[src/rtl/riscv_pkg.sv]
// riscv_pkg: shared RV32I decode definitions.
//   - Opcode constants for the base ISA major opcodes.
//   - Control-bundle enums (ALU op, operand A source, write-back source, memory size,
//     immediate format) and the packed ctrl_t bundle handed from ID to EX.
//   - base_alu_op(): funct3 -> ALU op shared by OP and OP-IMM.
package riscv_pkg;

    localparam logic [6:0] OpcLui     = 7'b0110111;
    localparam logic [6:0] OpcAuipc   = 7'b0010111;
    localparam logic [6:0] OpcJal     = 7'b1101111;
    localparam logic [6:0] OpcJalr    = 7'b1100111;
    localparam logic [6:0] OpcBranch  = 7'b1100011;
    localparam logic [6:0] OpcLoad    = 7'b0000011;
    localparam logic [6:0] OpcStore   = 7'b0100011;
    localparam logic [6:0] OpcOpImm   = 7'b0010011;
    localparam logic [6:0] OpcOp      = 7'b0110011;
    localparam logic [6:0] OpcMiscMem = 7'b0001111;
    localparam logic [6:0] OpcSystem  = 7'b1110011;

    typedef enum logic [4:0] {
        AluAdd    = 5'd0,
        AluSub    = 5'd1,
        AluSll    = 5'd2,
        AluSlt    = 5'd3,
        AluSltu   = 5'd4,
        AluXor    = 5'd5,
        AluSrl    = 5'd6,
        AluSra    = 5'd7,
        AluOr     = 5'd8,
        AluAnd    = 5'd9,
        AluMul    = 5'd10,
        AluMulh   = 5'd11,
        AluMulhsu = 5'd12,
        AluMulhu  = 5'd13,
        AluDiv    = 5'd14,
        AluDivu   = 5'd15,
        AluRem    = 5'd16,
        AluRemu   = 5'd17
    } alu_op_e;

    typedef enum logic [1:0] {SrcARs1 = 2'd0, SrcAPc = 2'd1, SrcAZero = 2'd2} src_a_e;
    typedef enum logic [1:0] {WbAlu = 2'd0, WbMem = 2'd1, WbPc4 = 2'd2, WbCsr = 2'd3} wb_src_e;
    typedef enum logic [1:0] {MemByte = 2'd0, MemHalf = 2'd1, MemWord = 2'd2} mem_size_e;
    typedef enum logic [2:0] {ImmNone, ImmI, ImmS, ImmB, ImmU, ImmJ} imm_fmt_e;

    typedef struct packed {
        alu_op_e     alu_op;
        src_a_e      src_a;
        logic        alu_src_b;
        wb_src_e     wb_src;
        logic        reg_write;
        logic        mem_read;
        logic        mem_write;
        mem_size_e   mem_size;
        logic        mem_unsigned;
        logic        branch;
        logic [2:0]  branch_type;
        logic        jump;
        logic        jalr;
        logic        csr_op;
        logic        fence;
        logic        ecall;
        logic        ebreak;
        logic        illegal;
        logic [4:0]  rs1;
        logic [4:0]  rs2;
        logic [4:0]  rd;
        logic [31:0] imm;
    } ctrl_t;

    // funct7 alternates (SUB/SRA) are resolved by the caller.
    function automatic alu_op_e base_alu_op(input logic [2:0] funct3);
        alu_op_e op;
        case (funct3)
            3'd0:    op = AluAdd;
            3'd1:    op = AluSll;
            3'd2:    op = AluSlt;
            3'd3:    op = AluSltu;
            3'd4:    op = AluXor;
            3'd5:    op = AluSrl;
            3'd6:    op = AluOr;
            default: op = AluAnd;
        endcase
        return op;
    endfunction

endpackage

[src/rtl/rv_imm_gen.sv]
// rv_imm_gen: combinational RV32I immediate generator.
//   instr_i  in  32        raw instruction word
//   fmt_i    in  imm_fmt_e immediate format chosen by the decoder
//   imm_o    out 32        sign-extended immediate (0 for ImmNone)
module rv_imm_gen
    import riscv_pkg::*;
(
    input  logic [31:0] instr_i,
    input  imm_fmt_e    fmt_i,
    output logic [31:0] imm_o
);

    always_comb begin
        imm_o = '0;
        case (fmt_i)
            ImmI: imm_o = {{20{instr_i[31]}}, instr_i[31:20]};
            ImmS: imm_o = {{20{instr_i[31]}}, instr_i[31:25], instr_i[11:7]};
            ImmB: imm_o = {{19{instr_i[31]}}, instr_i[31], instr_i[7], instr_i[30:25],
                           instr_i[11:8], 1'b0};
            ImmU: imm_o = {instr_i[31:12], 12'b0};
            ImmJ: imm_o = {{11{instr_i[31]}}, instr_i[31], instr_i[19:12], instr_i[20],
                           instr_i[30:21], 1'b0};
            default: imm_o = '0;
        endcase
    end

endmodule

[src/rtl/id_decode_stage.sv]
// id_decode_stage: registered RV32I decode stage with a 2-entry skid buffer.
//   clk, reset_n            clock (rising edge), async active-low reset
//   flush_i                 drop every buffered entry and the current input
//   in_valid_i/in_ready_o   instruction handshake from IF (in_ready_o is a flop output)
//   instr_i, pc_i           raw instruction word and its address
//   out_valid_o/out_ready_i bundle handshake towards EX
//   ctrl_o, pc_o            decoded control bundle and its PC
module id_decode_stage
    import riscv_pkg::*;
#(
    parameter bit          ENABLE_M   = 1'b1,
    parameter bit          ENABLE_CSR = 1'b1,
    parameter int unsigned PC_W       = 32
) (
    input  logic            clk,
    input  logic            reset_n,
    input  logic            flush_i,
    input  logic            in_valid_i,
    output logic            in_ready_o,
    input  logic [31:0]     instr_i,
    input  logic [PC_W-1:0] pc_i,
    output logic            out_valid_o,
    input  logic            out_ready_i,
    output ctrl_t           ctrl_o,
    output logic [PC_W-1:0] pc_o
);

    logic [6:0]  opcode;
    logic [2:0]  funct3;
    logic [6:0]  funct7;
    ctrl_t       dec;
    ctrl_t       ctrl_dec;
    logic        illegal;
    imm_fmt_e    fmt;
    logic [31:0] imm;

    assign opcode = instr_i[6:0];
    assign funct3 = instr_i[14:12];
    assign funct7 = instr_i[31:25];

    rv_imm_gen u_imm_gen (
        .instr_i (instr_i),
        .fmt_i   (fmt),
        .imm_o   (imm)
    );

    // Field decode; register fields and the immediate are attached afterwards.
    always_comb begin
        dec     = '0;
        illegal = 1'b0;
        fmt     = ImmNone;
        unique case (opcode)
            OpcLui: begin
                fmt = ImmU; dec.src_a = SrcAZero; dec.alu_src_b = 1'b1; dec.reg_write = 1'b1;
            end
            OpcAuipc: begin
                fmt = ImmU; dec.src_a = SrcAPc; dec.alu_src_b = 1'b1; dec.reg_write = 1'b1;
            end
            OpcJal: begin
                fmt = ImmJ; dec.src_a = SrcAPc; dec.alu_src_b = 1'b1;
                dec.wb_src = WbPc4; dec.reg_write = 1'b1; dec.jump = 1'b1;
            end
            OpcJalr: begin
                fmt = ImmI; dec.alu_src_b = 1'b1; dec.wb_src = WbPc4; dec.reg_write = 1'b1;
                dec.jump = 1'b1; dec.jalr = 1'b1;
                illegal = (funct3 != 3'd0);
            end
            OpcBranch: begin
                fmt = ImmB; dec.branch = 1'b1;
                illegal = (funct3 inside {3'd2, 3'd3});
            end
            OpcLoad: begin
                fmt = ImmI; dec.alu_src_b = 1'b1; dec.mem_read = 1'b1; dec.wb_src = WbMem;
                dec.reg_write = 1'b1; dec.mem_size = mem_size_e'(funct3[1:0]);
                dec.mem_unsigned = funct3[2];
                illegal = !(funct3 inside {3'd0, 3'd1, 3'd2, 3'd4, 3'd5});
            end
            OpcStore: begin
                fmt = ImmS; dec.alu_src_b = 1'b1; dec.mem_write = 1'b1;
                dec.mem_size = mem_size_e'(funct3[1:0]);
                illegal = (funct3 > 3'd2);
            end
            OpcOpImm: begin
                fmt = ImmI; dec.alu_src_b = 1'b1; dec.reg_write = 1'b1;
                dec.alu_op = base_alu_op(funct3);
                if (funct3 == 3'd1) begin
                    illegal = (funct7 != 7'd0);
                end else if (funct3 == 3'd5) begin
                    illegal = (funct7 != 7'd0) && (funct7 != 7'b0100000);
                    if (funct7[5]) dec.alu_op = AluSra;
                end
            end
            OpcOp: begin
                dec.reg_write = 1'b1;
                if (funct7 == 7'd0) begin
                    dec.alu_op = base_alu_op(funct3);
                end else if (funct7 == 7'b0100000 && funct3 == 3'd0) begin
                    dec.alu_op = AluSub;
                end else if (funct7 == 7'b0100000 && funct3 == 3'd5) begin
                    dec.alu_op = AluSra;
                end else if (funct7 == 7'b0000001 && ENABLE_M) begin
                    // M-extension ops are numbered contiguously in funct3 order.
                    dec.alu_op = alu_op_e'(5'd10 + 5'(funct3));
                end else begin
                    illegal = 1'b1;
                end
            end
            OpcMiscMem: begin
                fmt = ImmI; dec.fence = 1'b1;
            end
            OpcSystem: begin
                fmt = ImmI;
                if (funct3 == 3'd0) begin
                    if (instr_i[31:20] == 12'd0) begin
                        dec.ecall = 1'b1;
                    end else if (instr_i[31:20] == 12'd1) begin
                        dec.ebreak = 1'b1;
                    end else begin
                        illegal = 1'b1;
                    end
                end else if (ENABLE_CSR && funct3 != 3'd4) begin
                    dec.csr_op = 1'b1; dec.wb_src = WbCsr; dec.reg_write = 1'b1;
                end else begin
                    illegal = 1'b1;
                end
            end
            default: illegal = 1'b1;
        endcase
        if (instr_i[1:0] != 2'b11) illegal = 1'b1;
    end

    // An illegal instruction travels as an inert bundle; EX raises the trap.
    always_comb begin
        ctrl_dec = '0;
        if (!illegal) ctrl_dec = dec;
        ctrl_dec.illegal     = illegal;
        ctrl_dec.branch_type = funct3;
        ctrl_dec.rs1         = instr_i[19:15];
        ctrl_dec.rs2         = instr_i[24:20];
        ctrl_dec.rd          = instr_i[11:7];
        ctrl_dec.imm         = imm;
        if (instr_i[11:7] == 5'd0) ctrl_dec.reg_write = 1'b0;
    end

    // Skid buffer: out_* is the head seen by EX, skid_* catches one extra entry while stalled.
    logic            out_valid_q, out_valid_d;
    logic            skid_valid_q, skid_valid_d;
    ctrl_t           out_q, out_d, skid_q, skid_d;
    logic [PC_W-1:0] out_pc_q, out_pc_d, skid_pc_q, skid_pc_d;
    logic            in_fire, out_fire;

    assign in_ready_o  = !skid_valid_q;
    assign in_fire     = in_valid_i && in_ready_o;
    assign out_fire    = out_valid_q && out_ready_i;
    assign out_valid_o = out_valid_q;
    assign ctrl_o      = out_q;
    assign pc_o        = out_pc_q;

    always_comb begin
        out_valid_d  = out_valid_q;
        skid_valid_d = skid_valid_q;
        out_d        = out_q;
        out_pc_d     = out_pc_q;
        skid_d       = skid_q;
        skid_pc_d    = skid_pc_q;
        if (flush_i) begin
            out_valid_d  = 1'b0;
            skid_valid_d = 1'b0;
        end else if (!out_valid_q || out_fire) begin
            // Head slot frees up: the older skid entry goes first to keep FIFO order.
            if (skid_valid_q) begin
                out_d        = skid_q;
                out_pc_d     = skid_pc_q;
                out_valid_d  = 1'b1;
                skid_valid_d = 1'b0;
            end else if (in_fire) begin
                out_d       = ctrl_dec;
                out_pc_d    = pc_i;
                out_valid_d = 1'b1;
            end else begin
                out_valid_d = 1'b0;
            end
        end else if (in_fire) begin
            skid_d       = ctrl_dec;
            skid_pc_d    = pc_i;
            skid_valid_d = 1'b1;
        end
    end

    always_ff @(posedge clk or negedge reset_n) begin
        if (!reset_n) begin
            out_valid_q  <= 1'b0;
            skid_valid_q <= 1'b0;
            out_q        <= '0;
            skid_q       <= '0;
            out_pc_q     <= '0;
            skid_pc_q    <= '0;
        end else begin
            out_valid_q  <= out_valid_d;
            skid_valid_q <= skid_valid_d;
            out_q        <= out_d;
            skid_q       <= skid_d;
            out_pc_q     <= out_pc_d;
            skid_pc_q    <= skid_pc_d;
        end
    end

endmodule
[config.mk]
export PLATFORM = sky130hd
export DESIGN_NAME = id_decode_stage
export DESIGN_NICKNAME = d
export VERILOG_FILES = /design/src/rtl/riscv_pkg.sv /design/src/rtl/rv_imm_gen.sv /design/src/rtl/id_decode_stage.sv
export SDC_FILE = /design/constraint.sdc
export NUM_CORES = 1
export LEC_CHECK = 0
export ABC_AREA = 0
export BUFFER_PORTS_ARGS = -buffer_cell sky130_fd_sc_hd__buf_2
export CORE_UTILIZATION = 60
export DETAILED_ROUTE_END_ITERATION = 6
export GPL_TIMING_DRIVEN = 0
export HOLD_SLACK_MARGIN = 0.03
export PLACE_DENSITY_LB_ADDON = 0.2
export SLEW_MARGIN = 40
export SYNTH_ARGS = -nofsm -noshare
export SYNTH_HDL_FRONTEND = slang
export SYNTH_HIERARCHICAL = 1
export SYNTH_SLANG_ARGS = --single-unit
[constraint.sdc]
create_clock -name clk -period 4.88 [get_ports clk]
set_input_delay 0.976 -clock clk [delete_from_list [all_inputs] [get_ports clk]]
set_output_delay 0.976 -clock clk [all_outputs]
set_load 0.02 [all_outputs]
Word-level counts from Yosys, hierarchy flattened
Cells that the tools add are included.
Widths: inputs -> output; s select.
{"block": "word_totals", "word_cells": 168, "input_bits": 69, "ff_bits": 214, "output_inout_bits": 108}
{"block": "classes", "n_reduce_logical": 30, "muxes": 58, "bitwise_logic": 2, "eq_ne": 28, "addsub": 1, "n_lt_le_gt_ge": 1}
{"operator": "$mux 74", "n": 3}
{"operator": "$pmux 32 s5", "n": 1}
{"operator": "$mux 32", "n": 2}
{"operator": "$mux 1", "n": 33}
{"operator": "$eq 7x6->1 const B", "n": 4}
{"operator": "$eq 7x7->1 const B", "n": 4}
{"operator": "$pmux 4 s7", "n": 1}
{"operator": "$mux 5", "n": 4}
{"operator": "$eq 3x3->1 const B", "n": 5}
{"operator": "$pmux 3 s5", "n": 1}
{"operator": "$eq 7x5->1 const B", "n": 2}
{"operator": "$reduce_or 7->1", "n": 2}
{"operator": "$eq 12x1->1 const B", "n": 1}
{"operator": "$eq 3x2->1 const B", "n": 4}
{"operator": "$logic_not 12->1", "n": 1}
{"operator": "$mux 4", "n": 3}
{"operator": "$pmux 5 s2", "n": 1}
{"operator": "$pmux 1 s8", "n": 1}
{"operator": "$reduce_or 2->1", "n": 4}
{"operator": "$eq 7x1->1 const B", "n": 1}
{"operator": "$eq 7x2->1 const B", "n": 1}
{"operator": "$eq 7x4->1 const B", "n": 1}
{"operator": "$logic_not 7->1", "n": 1}
{"operator": "$ne 7x6->1 const B", "n": 1}
{"operator": "23 further kinds", "n": 38}

Longest topological paths before layout
Gate-level depths: netlist of the first run.
{"block": "depth", "word_depth": 11, "depth_mapped": 12, "mapped_depth_nobuf": 9}

Cells and area by module
Netlist of the first run, hierarchy kept.
{"mod": "id_decode_stage", "area_per_inst_um2": 9504.1, "n_inst": 1, "seq_area_each_um2": 5355.1, "cells_per_inst": 849}
{"mod": "rv_imm_gen", "area_per_inst_um2": 406.6, "n_inst": 1, "seq_area_each_um2": 0.0, "cells_per_inst": 54}

Worst setup path before layout of the first run
Ideal clock, no wire load.
{"block": "synth_timing", "path_kind": "input to register", "from": "in instr_i[4]", "to": "reg skid_q[21] in the netlist's numbering", "stages": 11, "n_path_buf": 3, "setup_slack_ns": 1.882, "t_arrival_ns": 2.873, "setup_ns": 0.125, "required_ns": 4.755, "cell_sequence": "clkbuf_1 -> or3b_2 -> mux2i_1 -> nand2_1 -> nand2_1 -> buf_4 -> nor2b_4 -> o21a_1 -> buf_6 -> a21o_1 -> mux2_2"}
{"item": "start, declared", "line": "id_decode_stage.sv:20", "rtl": "input logic [31:0] instr_i,"}
{"item": "end signal, assigned", "line": "id_decode_stage.sv:202", "rtl": "skid_q <= skid_d;"}
{"item": "end, declared", "line": "id_decode_stage.sv:148", "rtl": "ctrl_t out_q, out_d, skid_q, skid_d;"}

Final worst setup path of the first run
{"block": "layout_timing", "from": "reg skid_valid_q", "to": "reg out_q, in the netlist ctrl_o[70]"}
{"block": "layout_via", "elab_chain_cells": 4, "elab_cells_between_ends": 5, "classes_between": "1 x mux; 4 x reduce/logical"}
{"item": "start, declared", "line": "id_decode_stage.sv:147", "rtl": "logic skid_valid_q, skid_valid_d;"}
{"item": "start signal, assigned", "line": "id_decode_stage.sv:200", "rtl": "skid_valid_q <= skid_valid_d;"}
{"item": "$logic_not 1->1", "line": "id_decode_stage.sv:152", "rtl": "assign in_ready_o = !skid_valid_q;"}
{"item": "$logic_and 1x1->1", "line": "id_decode_stage.sv:153", "rtl": "assign in_fire = in_valid_i && in_ready_o;"}
{"item": "$reduce_bool 2->1 (no source line)"}
{"item": "$reduce_and 3->1 (no source line)"}
{"item": "end signal, assigned", "line": "id_decode_stage.sv:201", "rtl": "out_q <= out_d;"}
{"item": "end, declared", "line": "id_decode_stage.sv:148"}
Parallel ways exist; a longest one is shown, timed or not.
A chain may end at the register's enable or synchronous reset.

==> impl_metrics.csv, run 1 <==
group,metric,value,unit
status,status,"finished clean",
global_route,grt_pass1_wl,40900,um
yosys,synth_ff_type,"dfrtp_1",
yosys,synth.top_cell.area_share,0.540,
critical_path,cpPeakStageDelay,0.60,ns
cells_and_area,num_antenna_cells,0,
critical_path,crit_top_cell,"clkbuf_1",
critical_path,arrival,3.49,ns
placed_design,gp_congestion,0.945,
critical_path,worstSetupPathType,"register to register",
route,via_per_inst,5.97,
sta,fmax,323,MHz
sta,setup_ws,1.78,ns
critical_path,path_cells,"clkbuf_1 > nor2_1 > nor2_1 > nand2_1 > clkbuf_1 > clkbuf_1 > clkbuf_1 > a21oi_1 > o31ai_1",
route,first_pass_iters,5,
yosys,synth_fp_nets,974,
clock_network,cts_buffers,23,
yosys,ys.warnings.count,6,
yosys,synth_compound_area_frac,0.127,
floorplanning,dieWidth,131,um
global_route,grt_pass1_vias,7684,
yosys,synth_cell_type_count,58,
sta,fin_crit_sh,0.635,
cells_and_area,fin_cells,1337,
sta,period_minus_slack,3.10,ns
critical_path,cp_top_family,"buffers and inverters",
pwr,p_leak,5.67,nW
yosys,synth_fa_ha_area_frac,0.00252,
floorplanning,rows,46,
sta,finalMaxSlewViolations,0,
yosys,synthTopCellsByCount,"dfrtp_1, nand2_1, o21ai_0, mux2i_1, mux2_2",
yosys,postSynthAreaPerCell,11.0,um2
worst_hold_path,hp-class,"input pin to asynchronous set/reset pin",
pwr,internal-power,3.18,mW
sta,skew,0.00704,ns
yosys,ys_seq_area_frac,0.540,
critical_path,crit_slowest_cell,"clkbuf_1",
route,drc_errors,0,
clock_network,cts_max_level,1,
placed_design,dp_worst_setup_slack,1.46,ns
route,wl_met3,2040,um
yosys,yosysMostFrequentCell,"dfrtp_1",
yosys,syn_inst,903,
yosys,syn_area,0.00991,mm2
floorplanning,die-area,0.0170,mm2
clock_network,post_cts_buffers,0,
yosys,synth_top_family_by_area,"multiplexers",
global_route,grt_max_degree,72,
pwr,share_comb_of_total_power,0.148,
pwr,p_clk_frac,0.374,
critical_path,critPathRequiredTime,5.27,ns
pwr,p_per_area,369,mW/mm2
yosys,synthXorXnorAreaFrac,0.000884,
route,drt-total-wl,26600,um
global_route,grt-ovfl-total,0,
floorplanning,core_area,0.0160,mm2
clock_network,cts_tree,"yes",
clock_network,cts.sinks,214,
floorplanning,die_y,131,um
sta,setup_violations,0,
yosys,synth_top_cell_by_area,"dfrtp_1",
critical_path,crit_buf_inv,4,
placed_design,dp_hpwl,18400,um
sta,hold_ws,0.281,ns
yosys,async_reset_ff_frac,1.00,
route,via_count,7981,
route,drt-initial-drc-count,616,
clock_network,cts_hold_buf,0,
floorplanning,io_pins,177,
cells_and_area,layout-drive-gt1-share,0.279,
critical_path,reg2reg_from,"skid_valid_q$_DFFE_PN0P_",
clock_network,cts_buffer_depth,3,
critical_path,critPathCaptureType,"register",
route,ant_nets,0,
placed_design,dpl.cell_count,1297,
floorplanning,start_util,0.619,
pwr,sw_frac_of_total,0.271,
sta,tightest_slew,0.828,ns
route,wl_per_cell,19.9,um
yosys,synth_edf_count,0,
yosys,synth_simple_gate_area_share,0.116,
critical_path,critPathMaxFanout,10,
cells_and_area,utilization,0.740,
pwr,pwr-share-seq,0.478,
sta,slew_headroom,0.448,
sta,hold_viol,0,
global_route,antenna_found_initial,0,
critical_path,startpoint,"skid_valid_q$_DFFE_PN0P_",
cells_and_area,syn2layout_area_growth,19.5,%
yosys,ys_top_cells_by_area,"dfrtp_1, mux2_2, mux2i_1, o21ai_0, nand2_1",
route,top_layer_used,"met4",
sta,rsz0062_at_grt,"no",
pwr,vdd_drop_max,0.264,mV
clock_network,root_buffer,"clkbuf_16",
clock_network,clock_latency,0.50,ns
clock_network,cts_resized,0,
route,wl_met1,11300,um
cells_and_area,nets,1177,
critical_path,start_kind,"register",
yosys,yosys_register_bits,214,
global_route,gr-usage-all-layers,0.317,
yosys,synthMuxAreaShare,0.182,
route,met2WireLength,12500,um
flow_run,drv_cap,0,
pwr,netSwitchingPower,1.18,mW
placed_design,port_buffers,175,
clock_network,clk_pin_slew,0.06,ns
[power by group through the flow]
stage                     registers, mW  clock network (mW)  logic, mW
after floorplan                    2.20                   0      0.279
after global placement             2.10                   0      0.613
after detailed placement           2.11                   0      0.640
after CTS                          2.09                1.64      0.647
after global routing               2.11                1.73      0.703
final                              2.09                1.63      0.645
[area by class of cell]
cell class	instances	area, um2
Multi-Input combinational cell	618	4250
Fill cell	1189	4160
Buffer	67	290
Timing Repair Buffer	178	968
Inverter	4	15.0
Tap cell	216	270
Clock inverter	8	65.1
Sequential cell	214	5360
Clock buffer	32	629
[cells in the final DEF (no fill, tap or decap), types with 8 or more instances in the layout]
cell type / n
clkbuf_1: 63
buf_2: 175
and3_1: 18
clkbuf_16: 23
o21ai_0: 104
a21o_1: 20
mux2i_1: 86
nand3_1: 9
mux2_2: 84
nor2b_1: 8
a21oi_1: 28
o31ai_1: 20
nor2_1: 22
nand2_1: 132
nor3_1: 9
dfrtp_1: 214
and2_1: 8
[sequential cells by signal (all words and copies together) (netlist names)]
signal,flops
pc_o,32
ctrl_o,74
skid_q,74
skid_valid_q,1
out_valid_o,1
skid_pc_q,32
[through the flow]
step / instance area (um2) / power [mW] / setup TNS (ns)
2_1_floorplan: 9910 / 2.48 / 0
3_3_place_gp: 11100 / 2.71 / -172.62
3_5_place_dp: 11100 / 2.75 / 0
4_1_cts: 11800 / 4.38 / 0
5_1_grt: 11800 / 4.54 / 0
6_report: 11800 / 4.37 / 0
[final timing paths]
check | depth (start not counted) | slack, ns | to
setup / recovery | 9 | 1.78 | ctrl_o[70]$_DFFE_PN0P_
setup reg to reg | 9 | 1.78 | ctrl_o[70]$_DFFE_PN0P_
max in group asynchronous | 3 | 3.68 | ctrl_o[41]$_DFFE_PN0P_
hold / removal | 1 | 0.28 | pc_o[12]$_DFFE_PN0P_
hold reg to reg | 2 | 0.47 | pc_o[3]$_DFFE_PN0P_
min in group clk | 2 | 0.47 | pc_o[3]$_DFFE_PN0P_
[routing by layer]
| layer | global-route usage | up-vias |
|---|---|---|
| met2 | 0.511 | 343 |
| met1 | 0.441 | 3958 |
| li1 | - | 3621 |
| met5 | 0 | - |
| met3 | 0.0480 | 59 |
| met4 | 0.107 | 0 |
[logic make-up (layout without fill, tap and decap cells)]
kind of cell               count (synthesis)  after routing
buffers and inverters                     71            289
muxes                                    170            170
xor gates and xnor gates                   1              1
adders and majority gates                  2              2
AOI/OAI and AO/OA                        207            207
DFF                                      214            214
and+or+nand+nor                          238            238
(Power assumes the default switching activity.)
==> run 2: changes to the inputs <==
- ABC_AREA: 0 -> 1
- CORE_UTILIZATION: 60 -> 56
- clock period: 4.88 -> 3.23 ns (I/O delays scaled with it)
==> impl_metrics.csv, run 2 <==
group,metric,value,unit
status,status,"finished clean",
placed_design,dpl.cell_count,1703,
cells_and_area,n_fill_cell,1432,
yosys,postSynthAreaPerCell,7.85,um2
yosys,synthTopCellsByCount,"nand2_1, o21ai_0, dfrtp_1, inv_1, nor2_1",
floorplanning,die_y,137,um
worst_hold_path,min_from,"pc_i[17]",
global_route,grt-ovfl-total,0,
sta,fin_crit_sh,0.893,
yosys,synth.top_cell.area_share,0.525,
clock_network,cts_max_level,1,
critical_path,critPathCaptureType,"primary output",
critical_path,crit_slowest_cell,"clkinv_1",
global_route,grt_max_degree,75,
clock_network,clock_latency,0.51,ns
route,via_count,9408,
critical_path,cp_top_family,"buffers and inverters",
critical_path,cpPeakStageDelay,0.54,ns
yosys,synth_top_cell_by_area,"dfrtp_1",
route,via_per_inst,5.39,
route,wl_per_cell,16.2,um
sta,rsz0062_at_grt,"no",
flow_run,drv_cap,0,
clock_network,cts.sinks,214,
yosys,ys_seq_area_frac,0.525,
cells_and_area,most-common-layout-cells,"nand2_1, o21ai_0, dfrtp_1",
clock_network,cts_buffer_depth,3,
pwr,vdd_drop_max,0.395,mV
sta,slew_headroom,0.500,
cells_and_area,layout_commonest_cell,"nand2_1",
sta,skew,0.00613,ns
floorplanning,io_pins,177,
pwr,p_per_area,567,mW/mm2
critical_path,rr_worst_depth,7,
worst_hold_path,holdPathEnd,"skid_pc_q[17]$_DFFE_PN0P_",
yosys,synth_edf_count,0,
critical_path,path_cells,"buf_2 > clkinv_1 > buf_1 > buf_2",
pwr,p_leak,6.62,nW
cells_and_area,fin_cells,1744,
critical_path,reg2reg_from,"skid_valid_q$_DFFE_PN0P_",
global_route,antenna_found_initial,1,
global_route,grt_pass1_vias,8863,
clock_network,clk_pin_slew,0.06,ns
yosys,synth_ff_type,"dfrtp_1",
floorplanning,start_util,0.582,
yosys,syn_area,0.0102,mm2
sta,hold_viol,0,
placed_design,gp_congestion,0.903,
clock_network,cts_tree,"yes",
floorplanning,dieWidth,137,um
yosys,ys_top_cells_by_area,"dfrtp_1, nand2_1, o21ai_0, inv_1, nor2_1",
global_route,gr-usage-all-layers,0.306,
route,drc_errors,0,
floorplanning,core_area,0.0175,mm2
clock_network,cts_resized,0,
sta,fmax,347,MHz
route,drt-total-wl,28200,um
clock_network,cts_buffers,22,
worst_hold_path,hp-class,"input pin to register",
yosys,syn_inst,1299,
critical_path,crit_top_cell,"buf_2",
yosys,synth_cell_type_count,35,
floorplanning,die-area,0.0188,mm2
route,first_pass_iters,5,
placed_design,dp_hpwl,20500,um
global_route,grt_pass1_wl,44600,um
yosys,synth_fp_nets,1370,
route,drt-initial-drc-count,773,
placed_design,dpl_cell_area,0.0115,mm2
sta,setup_violations,0,
critical_path,rrSetupSlack,0.54,ns
critical_path,worstSetupPathType,"register to primary output",
yosys,ys.warnings.count,6,
critical_path,critPathRequiredTime,2.58,ns
placed_design,port_buffers,176,
yosys,yosys_register_bits,214,
cells_and_area,nets,1573,
route,ant_nets,0,
yosys,async_reset_ff_frac,1.00,
sta,finalMaxSlewViolations,0,
critical_path,arrival,2.24,ns
critical_path,start_kind,"register",
critical_path,rr_endpoint,"skid_q[65]$_DFFE_PN0P_",
clock_network,root_buffer,"clkbuf_16",
cells_and_area,syn2layout_area_growth,19.7,%
critical_path,critPathMaxFanout,19,
critical_path,crit_buf_inv,4,
yosys,yosysMostFrequentCell,"nand2_1",
floorplanning,rows,48,
cells_and_area,layout-drive-gt1-share,0.184,
sta,period_minus_slack,2.89,ns
cells_and_area,final_area,0.0122,mm2
clock_network,post_cts_buffers,0,
worst_hold_path,whs_path_depth,3,
sta,tightest_slew,0.750,ns
-- run 2: worst max-delay path by stage --
stage / start / endpoint / cells after the start
floorplan: instr_i[0] / ctrl_o[12]$_DFFE_PN0P_ / 16
global placement: reset_n / skid_pc_q[22]$_DFFE_PN0P_ / 1
detailed placement: instr_i[0] / ctrl_o[18]$_DFFE_PN0P_ / 17
CTS: skid_valid_q$_DFFE_PN0P_ / in_ready_o / 5
global route: skid_valid_q$_DFFE_PN0P_ / in_ready_o / 4
finish: skid_valid_q$_DFFE_PN0P_ / in_ready_o / 4
-- run 2: layer usage --
| layer | GRT usage | vias up | share of wire |
|---|---|---|---|
| met4 | 0.111 | 0 | 0.037 |
| li1 | - | 4548 | - |
| met3 | 0.0489 | 62 | 0.062 |
| met2 | 0.492 | 334 | 0.46 |
| met1 | 0.419 | 4464 | 0.44 |
| met5 | 0 | - | 0 |
-- run 2: cell families (layout without fill, tap and decap cells) --
group           after synthesis  in the layout  share of synthesized area
compound gates              321            321                      0.164
buf+inv                     205            424                     0.0825
simple gates                557            557                      0.226
fa+ha+maj                     2              2                    0.00245
other cells                   0              1                          0
flops                       214            214                      0.525
-- run 2: final cells by class --
class / count / area [um2] / share of cell area
inverters: 131 / 499 / 0.0409
clock inverters: 9 / 95.1 / 0.00778
plain buffers: 73 / 339 / 0.0278
well taps: 225 / 282 / 0.0230
flip-flops and latches: 214 / 5360 / 0.438
repair buffers: 180 / 983 / 0.0805
multi-input cells: 880 / 4000 / 0.328
clock buffers: 31 / 656 / 0.0537
diodes: 1 / 2.50 / 0.000205
-- run 2: power breakdown --
group | internal (mW) | total [mW] | switching (mW)
clock network | 1.57 | 2.62 | 1.05
logic | 0.362 | 1.08 | 0.721
registers | 3.04 | 3.22 | 0.182
total | 4.98 | 6.93 | 1.95
-- run 2: through the flow --
step	TNS, ns	hold slack [ns]	util	setup slack [ns]	total power [mW]
floorplan	0	0.350	-	0.921	3.88
global placement	-452.64	0.458	0.648	-2.13	4.29
detailed placement	0	0.465	0.653	0.243	4.35
CTS	0	0.416	0.697	0.136	6.95
global route	0	0.418	0.697	0.106	7.23
finish	0	0.415	0.697	0.344	6.93
-- run 2: repair_timing --
item | 4_1_cts | 5_1_grt
hold buffers | 1 | 0
hold endpoints to repair | 28 | 0
endpoints found under the setup margin | 0 | 1
-- run 2: worst register-to-register path, delay by kind of cell, from the launching register on --
family / cells / cell delay [ns]
buf+inv: 4 / 1.53
flops: 1 / 0.33
compound gates: 1 / 0.13
simple gates: 2 / 0.63
==> run 3: changes to the inputs <==
- CAP_MARGIN: unset -> 20
- GPL_TIMING_DRIVEN: 0 -> unset
==> impl_metrics.csv, run 3 (same netlist as run 2, synthesis figures left out) <==
group,metric,value,unit
route,ant_nets,0,
clock_network,root_buffer,"clkbuf_16",
route,drc_errors,0,
clock_network,cts_tree,"yes",
placed_design,dp_hpwl,17000,um
sta,slew_headroom,0.548,
route,drt-total-wl,24900,um
cells_and_area,n_fill_cell,1481,
sta,rsz0062_at_grt,"no",
route,via_count,8892,
placed_design,port_buffers,176,
clock_network,cts_buffers,22,
critical_path,worstSetupPathType,"input pin to register",
sta,setup_ws,0.741,ns
worst_hold_path,hp-class,"input pin to asynchronous set/reset pin",
critical_path,critPathMaxFanout,11,
cells_and_area,nets,1510,
floorplanning,io_pins,177,
global_route,grt_pass1_wl,40100,um
pwr,p_leak,6.49,nW
critical_path,start_kind,"input pin",
pwr,vdd_drop_max,0.476,mV
cells_and_area,syn2layout_area_growth,16.7,%
floorplanning,core_area,0.0175,mm2
sta,setup_violations,0,
floorplanning,die_y,137,um
floorplanning,start_util,0.582,
route,via_per_inst,5.31,
cells_and_area,layout-drive-gt1-share,0.188,
critical_path,arrival,2.90,ns
status,status,"finished clean",
critical_path,critPathRequiredTime,3.64,ns
sta,period_minus_slack,2.49,ns
clock_network,cts.sinks,214,
clock_network,clock_latency,0.50,ns
clock_network,cts_buffer_depth,3,
global_route,antenna_found_initial,1,
clock_network,cts_resized,0,
route,first_pass_iters,6,
clock_network,clk_pin_slew,0.06,ns
global_route,gr-usage-all-layers,0.270,
clock_network,cts_max_level,1,
sta,fmax,402,MHz
floorplanning,die-area,0.0188,mm2
cells_and_area,most-common-layout-cells,"nand2_1, o21ai_0, dfrtp_1",
sta,fin_crit_sh,0.771,
clock_network,cts_hold_buf,0,
cells_and_area,layout_commonest_cell,"nand2_1",
floorplanning,dieWidth,137,um
route,wl_per_cell,14.9,um
sta,skew,0.0153,ns
critical_path,rr_worst_depth,5,
floorplanning,rows,48,
critical_path,critPathCaptureType,"register",
clock_network,post_cts_buffers,0,
sta,tns,0,ns
global_route,grt_max_degree,158,
placed_design,gp_congestion,0.929,
sta,tightest_slew,0.677,ns
sta,finalMaxSlewViolations,0,
global_route,grt-ovfl-total,0,
placed_design,dp_worst_setup_slack,0.299,ns
sta,hold_viol,0,
route,drt-initial-drc-count,725,
global_route,grt_pass1_vias,8165,
pwr,p_per_area,563,mW/mm2
flow_run,drv_cap,0,
==> run 3: cell types whose count changed in the layout (fill, tap and decap cells not counted), sizes merged <==
cell         delta
clkbuf         -50
buf            -12
clkinv          -6
bufinv          -2
inv             +2
clkinvlp        +1
dlygate4sd3     -1
==> run 3: worst paths after layout <==
path                                               start                        to  slack [ns]
min in group clk                                 pc_i[0]  skid_pc_q[0]$_DFFE_PN0P_        0.42
worst min register to register    skid_q[72]$_DFFE_PN0P_    skid_q[72]$_DFFE_PN0P_        0.47
worst max register to register  skid_valid_q$_DFFE_PN0P_    ctrl_o[37]$_DFFE_PN0P_        1.13
worst min-delay path                             reset_n    ctrl_o[42]$_DFFE_PN0P_        0.11
max in group asynchronous                        reset_n      pc_o[26]$_DFFE_PN0P_        2.32
worst max-delay path                          instr_i[3]    ctrl_o[22]$_DFFE_PN0P_        0.74
==> run 3: layout make-up <==
type	instances	area (um2)	share of cell area
diodes	1	2.50	0.000210
clock buffers	31	666	0.0559
clock inverters	4	26.3	0.00221
inverters	131	502	0.0422
multi-input cells	880	4020	0.338
flip-flops and latches	214	5360	0.450
well taps	225	282	0.0237
repair buffers	190	1050	0.0879
==> run 3: worst max-delay path, stage by stage <==
cell,delay [ns]
buf_2,0.11
inv_1,0.06
nand2_1,0.05
nor2_1,0.26
inv_1,0.14
o21ai_0,0.22
inv_1,0.07
o21ai_0,0.13
inv_2,0.18
nor2_4,0.27
nand2_4,0.19
o21ai_2,0.14
inv_1,0.06
nand2_1,0.06
o21ai_0,0.10
o21ai_0,0.21
==> run 3: layer usage <==
layer | global-route usage | up-vias | part of all wire
met5 | 0 | - | 0.00052
met3 | 0.0437 | 41 | 0.068
met2 | 0.436 | 291 | 0.47
met1 | 0.373 | 4146 | 0.44
met4 | 0.0861 | 2 | 0.022
li1 | - | 4412 | -
==> run 3: through the flow <==
step	total power, mW	area, um2	utilization	hold slack (ns)	instances
after global placement	4.27	11200	0.639	0.457	1640
after global routing	7.01	11900	0.679	0.173	1675
after detailed placement	4.31	11200	0.639	0.460	1640
after floorplan	3.88	10200	-	0.350	1299
after CTS	6.76	11900	0.679	0.145	1675
final	6.70	11900	0.679	0.114	1676
==> run 3: where the power goes <==
group / leakage [nW] / total, mW / switching (mW) / internal [mW]
Sequential: 2.81 / 3.22 / 0.183 / 3.04
Combinational: 3.33 / 1.04 / 0.691 / 0.348
Clock: 0.341 / 2.44 / 1.02 / 1.43
